$ cat config.mk
export PLATFORM = sky130hd
export DESIGN_NAME = fifo_rr_drain_arbiter
export DESIGN_NICKNAME = d
export VERILOG_FILES = /design/src/rtl/fifo_rr_drain_arbiter.sv
export SDC_FILE = /design/constraint.sdc
export NUM_CORES = 1
export LEC_CHECK = 0
export BUFFER_PORTS_ARGS = -buffer_cell sky130_fd_sc_hd__buf_4
export CAP_MARGIN = 20
export CORE_MARGIN = 2
export CORE_UTILIZATION = 43
export CTS_BUF_LIST = sky130_fd_sc_hd__clkbuf_4 sky130_fd_sc_hd__clkbuf_8
export CTS_CLUSTER_DIAMETER = 100
export DETAILED_ROUTE_END_ITERATION = 10
export PLACE_DENSITY = 0.83
export SLEW_MARGIN = 20
export SYNTH_ARGS = -nofsm -noshare
export SYNTH_HDL_FRONTEND = slang
export SYNTH_SLANG_ARGS = --single-unit
$ cat constraint.sdc
create_clock -name clk_i -period 2.12 [get_ports clk_i]
set_input_delay 0.318 -clock clk_i [delete_from_list [all_inputs] [get_ports clk_i]]
set_output_delay 0.318 -clock clk_i [all_outputs]
set_load 0.05 [all_outputs]
$ cat src/rtl/fifo_rr_drain_arbiter.sv
// fifo_rr_drain_arbiter
//   Round-robin drain of NUM_SRC first-word-fall-through fifos into a single
//   valid/ready consumer port. The fifo head is popped in the same cycle it
//   is granted. The popped word is then held in a one-beat output register,
//   so valid_o rises one cycle after the pop.
//
//   Optional feature (macro FIFO_ARB_BURST_EN):
//     When the macro is defined, the block stays locked on a source for up to
//     MAX_BURST consecutive grants. In the default build, arbitration is
//     strict per-beat round-robin and MAX_BURST has no effect.
//
// Ports
//   clk_i         clock, rising edge
//   rst_ni        synchronous active-low reset
//   flush_i       drop the output beat and return the pointer to source 0
//   fifo_empty_i  per-source empty flag (head invalid when 1)
//   fifo_data_i   per-source head data, slice k = [k*DATA_W +: DATA_W]
//   fifo_read_o   per-source pop strobe, one-hot or zero
//   valid_o       output beat valid
//   ready_i       consumer accepts the beat when valid_o && ready_i
//   data_o        output beat data
//   src_o         index of the source that produced data_o
//   busy_o        valid_o high or any fifo non-empty
module fifo_rr_drain_arbiter #(
  parameter int NUM_SRC   = 4,
  parameter int DATA_W    = 16,
  parameter int SRC_W     = $clog2(NUM_SRC),
  parameter int MAX_BURST = 4
) (
  input  logic                      clk_i,
  input  logic                      rst_ni,
  input  logic                      flush_i,
  input  logic [NUM_SRC-1:0]        fifo_empty_i,
  input  logic [NUM_SRC*DATA_W-1:0] fifo_data_i,
  output logic [NUM_SRC-1:0]        fifo_read_o,
  output logic                      valid_o,
  input  logic                      ready_i,
  output logic [DATA_W-1:0]         data_o,
  output logic [SRC_W-1:0]          src_o,
  output logic                      busy_o
);

  if (NUM_SRC < 2 || NUM_SRC > 16 || MAX_BURST < 1) begin : g_param_chk
    $error("fifo_rr_drain_arbiter: NUM_SRC must be 2..16 and MAX_BURST >= 1");
  end

  localparam logic [SRC_W:0]   NSRC = (SRC_W+1)'(NUM_SRC);
  localparam logic [SRC_W-1:0] LAST = SRC_W'(NUM_SRC-1);

  // Next index after s, wrapping from NUM_SRC-1 to 0.
  // This also works when NUM_SRC is not a power of two.
  function automatic logic [SRC_W-1:0] f_inc(input logic [SRC_W-1:0] s);
    return (s == LAST) ? '0 : s + SRC_W'(1);
  endfunction

  logic                            r_valid;
  logic [DATA_W-1:0]               r_data;
  logic [SRC_W-1:0]                r_src;
  logic [SRC_W-1:0]                r_ptr;

  logic [NUM_SRC-1:0][DATA_W-1:0]  w_data;
  logic                            w_free;
  logic                            w_found;
  logic                            w_grant;
  logic [SRC_W-1:0]                w_win;
  logic [SRC_W-1:0]                w_start;
  logic [SRC_W:0]                  w_sum;
  logic [SRC_W-1:0]                w_ptr_nxt;

  assign w_data = fifo_data_i;
  assign w_free = !r_valid || ready_i;

  // Find the first non-empty source, scanning upward from w_start with wrap-around.
  always_comb begin
    w_found = 1'b0;
    w_win   = '0;
    w_sum   = '0;
    for (int i = 0; i < NUM_SRC; i++) begin
      w_sum = {1'b0, w_start} + (SRC_W+1)'(i);
      if (w_sum >= NSRC) w_sum = w_sum - NSRC;
      if (!w_found && !fifo_empty_i[w_sum[SRC_W-1:0]]) begin
        w_found = 1'b1;
        w_win   = w_sum[SRC_W-1:0];
      end
    end
  end

  // Reset and flush both block the pop, so a fifo never loses a word
  // that the output register does not capture.
  assign w_grant = rst_ni && w_free && !flush_i && w_found;

  always_comb begin
    fifo_read_o = '0;
    for (int k = 0; k < NUM_SRC; k++)
      fifo_read_o[k] = w_grant && (w_win == SRC_W'(k));
  end

`ifdef FIFO_ARB_BURST_EN
  localparam int CNT_W = $clog2(MAX_BURST+1);
  localparam logic [CNT_W-1:0] MAXB = CNT_W'(MAX_BURST);

  typedef enum logic {S_RR, S_LOCK} state_t;

  state_t           r_state, w_state_nxt;
  logic [SRC_W-1:0] r_lock_src, w_lock_src_nxt;
  logic [CNT_W-1:0] r_cnt, w_cnt_nxt, w_cnt_inc;

  // While locked, the scan starts at the locked source. The locked source
  // therefore wins while it is non-empty. When it empties, the scan moves on
  // to the source after it, which is the same as releasing the lock.
  assign w_start = (r_state == S_LOCK) ? r_lock_src : r_ptr;

  always_comb begin
    w_state_nxt    = r_state;
    w_lock_src_nxt = r_lock_src;
    w_cnt_nxt      = r_cnt;
    w_ptr_nxt      = r_ptr;
    w_cnt_inc      = ((r_state == S_LOCK && w_win == r_lock_src) ? r_cnt : '0)
                     + CNT_W'(1);
    // The locked source ran dry, so release the lock behind it.
    if (r_state == S_LOCK && fifo_empty_i[r_lock_src]) begin
      w_state_nxt = S_RR;
      w_ptr_nxt   = f_inc(r_lock_src);
      w_cnt_nxt   = '0;
    end
    if (w_grant) begin
      if (w_cnt_inc >= MAXB) begin
        w_state_nxt = S_RR;
        w_ptr_nxt   = f_inc(w_win);
        w_cnt_nxt   = '0;
      end else begin
        w_state_nxt    = S_LOCK;
        w_lock_src_nxt = w_win;
        w_cnt_nxt      = w_cnt_inc;
      end
    end
  end

  always_ff @(posedge clk_i) begin
    if (!rst_ni || flush_i) begin
      r_state    <= S_RR;
      r_lock_src <= '0;
      r_cnt      <= '0;
    end else begin
      r_state    <= w_state_nxt;
      r_lock_src <= w_lock_src_nxt;
      r_cnt      <= w_cnt_nxt;
    end
  end
`else
  assign w_start   = r_ptr;
  assign w_ptr_nxt = w_grant ? f_inc(w_win) : r_ptr;
`endif

  always_ff @(posedge clk_i) begin
    if (!rst_ni) begin
      r_valid <= 1'b0;
      r_data  <= '0;
      r_src   <= '0;
      r_ptr   <= '0;
    end else if (flush_i) begin
      // A beat accepted in the same cycle is still dropped. The data and
      // source registers keep their old values, and only valid clears.
      r_valid <= 1'b0;
      r_ptr   <= '0;
    end else begin
      if (w_grant) begin
        r_valid <= 1'b1;
        r_data  <= w_data[w_win];
        r_src   <= w_win;
      end else if (ready_i) begin
        r_valid <= 1'b0;
      end
      r_ptr <= w_ptr_nxt;
    end
  end

  assign valid_o = r_valid;
  assign data_o  = r_data;
  assign src_o   = r_src;
  assign busy_o  = r_valid || !(&fifo_empty_i);

endmodule

==> impl_metrics.csv <==
group,metric,value,unit
run_status,status,"complete, no violations",
sta,finalSetupViolations,0,
sta,tightestPinTransition,0.352,ns
power_and_ir_drop,p_leak,0.961,nW
sta,max-slew-margin-rel,76.5,%
global_route,grt_pass1_wl,6.82,mm
final_layout,final_common_cell,"buf_4",
sta,holdWs,0.264,ns
yosys,syn_area_per_cell,8.71,um^2
sta,slew_viol_final,0,
global_route,first_global_vias,1527,
cts,cts_sinks,21,
yosys,synth_edf_count,0,
routing,vias_per_cell,5.79,
floorplanning,coreArea,3080,um^2
floorplanning,die_w,60.9,um
floorplanning,initial_utilization,45.3,%
sta,skew,0.00620,ns
routing,ant_nets,0,
critical_path,rr_startpoint,"r_ptr[1]",
sta,grt_setup_unrepaired,"no",
global_route,antenna_found_initial,0,
floorplanning,fp.dieArea,3710,um^2
cts,clockBufferDepth,2,
routing,num_vias,1709,
cts,cts_tree,"yes",
final_layout,drive_gt1_share,50.2,%
cts,postCtsSetupBuffers,0,
final_layout,nets,324,
hold_path,hp-start,"fifo_data_i[29]",
yosys,synth-seq-area-share,30.2,%
floorplanning,die_y,60.9,um
sta,fin_ws,0.103,ns
sta,fmax,496,MHz
yosys,async_flop_share,0,%
floorplanning,rows,20,
cts,clkLatencyLatePin,0.31,ns
final_layout,syn_to_final_growth,56.3,%
routing,drc_errors,0,
yosys,syn_inst,160,
sta,min_period,2.02,ns
run,maxCapViolCount,0,
routing,drt-total-wl,4.59,mm
sta,tns,0,ns
sta,post-route-period-util,95.2,%
cts,htree_levels,1,
critical_path,worstPathRequired,1.80,ns
routing,first_pass_iters,4,
cts,clock-root-buffer,"clkbuf_4",
critical_path,startpoint,"r_ptr[1]",
placement,dp_hpwl,3.40,mm
yosys,netlist_area,1390,um^2
critical_path,start_kind,"register",
sta,finalHoldViolations,0,
final_layout,utilization,70.8,%
routing,wl_per_cell,15.5,um
final_layout,antenna_cells,0,
global_route,grt_max_degree,34,
placement,gp_congestion,0.782,
yosys,synth_flop_cell,"dfxtp_1",
floorplanning,ios,96,
critical_path,cp.arrival,1.70,ns
critical_path,cp-end-kind,"output pin",
critical_path,path_class,"register to output pin",
cts,clkTransAtPathRegs,0.13,ns
final_layout,most-common-layout-cells,"102 x buf_4, 20 x dfxtp_1, 17 x nand4_1, 17 x nand3_1, 16 x a31oi_1",
placement,place_ws,0.251,ns
placement,port_buffers,95,
yosys,synth_fp_nets,232,
yosys,synth_cell_types,36,
cts,cts_hold_buf,0,
routing,initialDrtViolationCount,63,
power_and_ir_drop,ir_worst_vdd,324,uV
power_and_ir_drop,total_power,1.08,mW
power_and_ir_drop,pwr_density_cell,497,nW/um^2
cts,numCtsBuffers,3,
critical_path,cp_max_fo,11,
yosys,ys_ff_latch,21,
hold_path,hp-class,"primary input to register",
global_route,grt_use_total,24.2,%
global_route,grt_overflow,0,
yosys,ys.warnings.count,0,
==> state kept, by name (all words and copies together), names as in the netlist <==
register,count
data_o,16
r_ptr,2
src_o,2
valid_o,1
==> through the flow <==
step                instance area, um^2  instances
finish                             2180        295
floorplan                          1390        160
CTS                                2170        295
global route                       2180        295
detailed placement                 2130        291
global placement                   2130        291
==> power by group <==
group / switching [mW] / internal (mW)
registers: 0.0179 / 0.419
clock network: 0.133 / 0.0862
logic: 0.239 / 0.189
==> area by class of cell <==
class / count / area [um^2]
tap: 44 / 55.1
fill: 278 / 900
multi-input combinational: 120 / 872
inverter: 3 / 11.3
sequential: 21 / 424
clock buffer: 4 / 30.0
timing repair buffer: 103 / 786
==> cell families after synthesis <==
group,Yosys count,synth area share [%]
AO/OA/AOI/OAI,60,36.3
AND/OR/NAND/NOR,59,24.5
flip-flops,21,30.2
buffers and inverters,19,7.99
multiplexers,1,1.08
==> routing by layer <==
layer	routed length (um)	share of wire [%]	GRT usage [%]
met5	0	0	0
met4	30	0.65	6.21
met1	1830	40	30.7
met3	409	8.9	4.26
met2	2320	51	42.4
==> worst paths after layout <==
| path | slack, ns | depth (start not counted) | to |
|---|---|---|---|
| worst min register to register | 0.48 | 2 | src_o[0] |
| worst max register to register | 0.44 | 6 | data_o[12] |
| worst max-delay path | 0.10 | 5 | fifo_read_o[0] |
| worst min-delay path | 0.26 | 3 | data_o[13] |
==> cell usage after synthesis (5+ instances only) <==
cell type,number,share of area (%)
and3_1,11,4.9
buf_2,7,2.5
o21ai_0,10,3.6
a221oi_1,8,5.0
nand2_1,5,1.3
a31oi_1,16,7.2
a221oi_2,8,8.6
dfxtp_1,21,30
buf_4,6,3.2
nand4_1,17,7.6
nand3_1,17,6.1
a21oi_1,6,2.2
==> worst max-delay path, cell delays in order, from the launching register on <==
cell and delay (ns):
dfxtp_4 0.45, nor2b_2 0.19, o221ai_1 0.16, o21ai_4 0.17, and3_1 0.22, buf_4 0.20
==> timing repair <==
action,4_1_cts,5_1_grt
pin swaps,0,0
setup endpoints to repair,2,2
resized for setup,1,3
No activity file was read; power rests on OpenSTA's default activity.
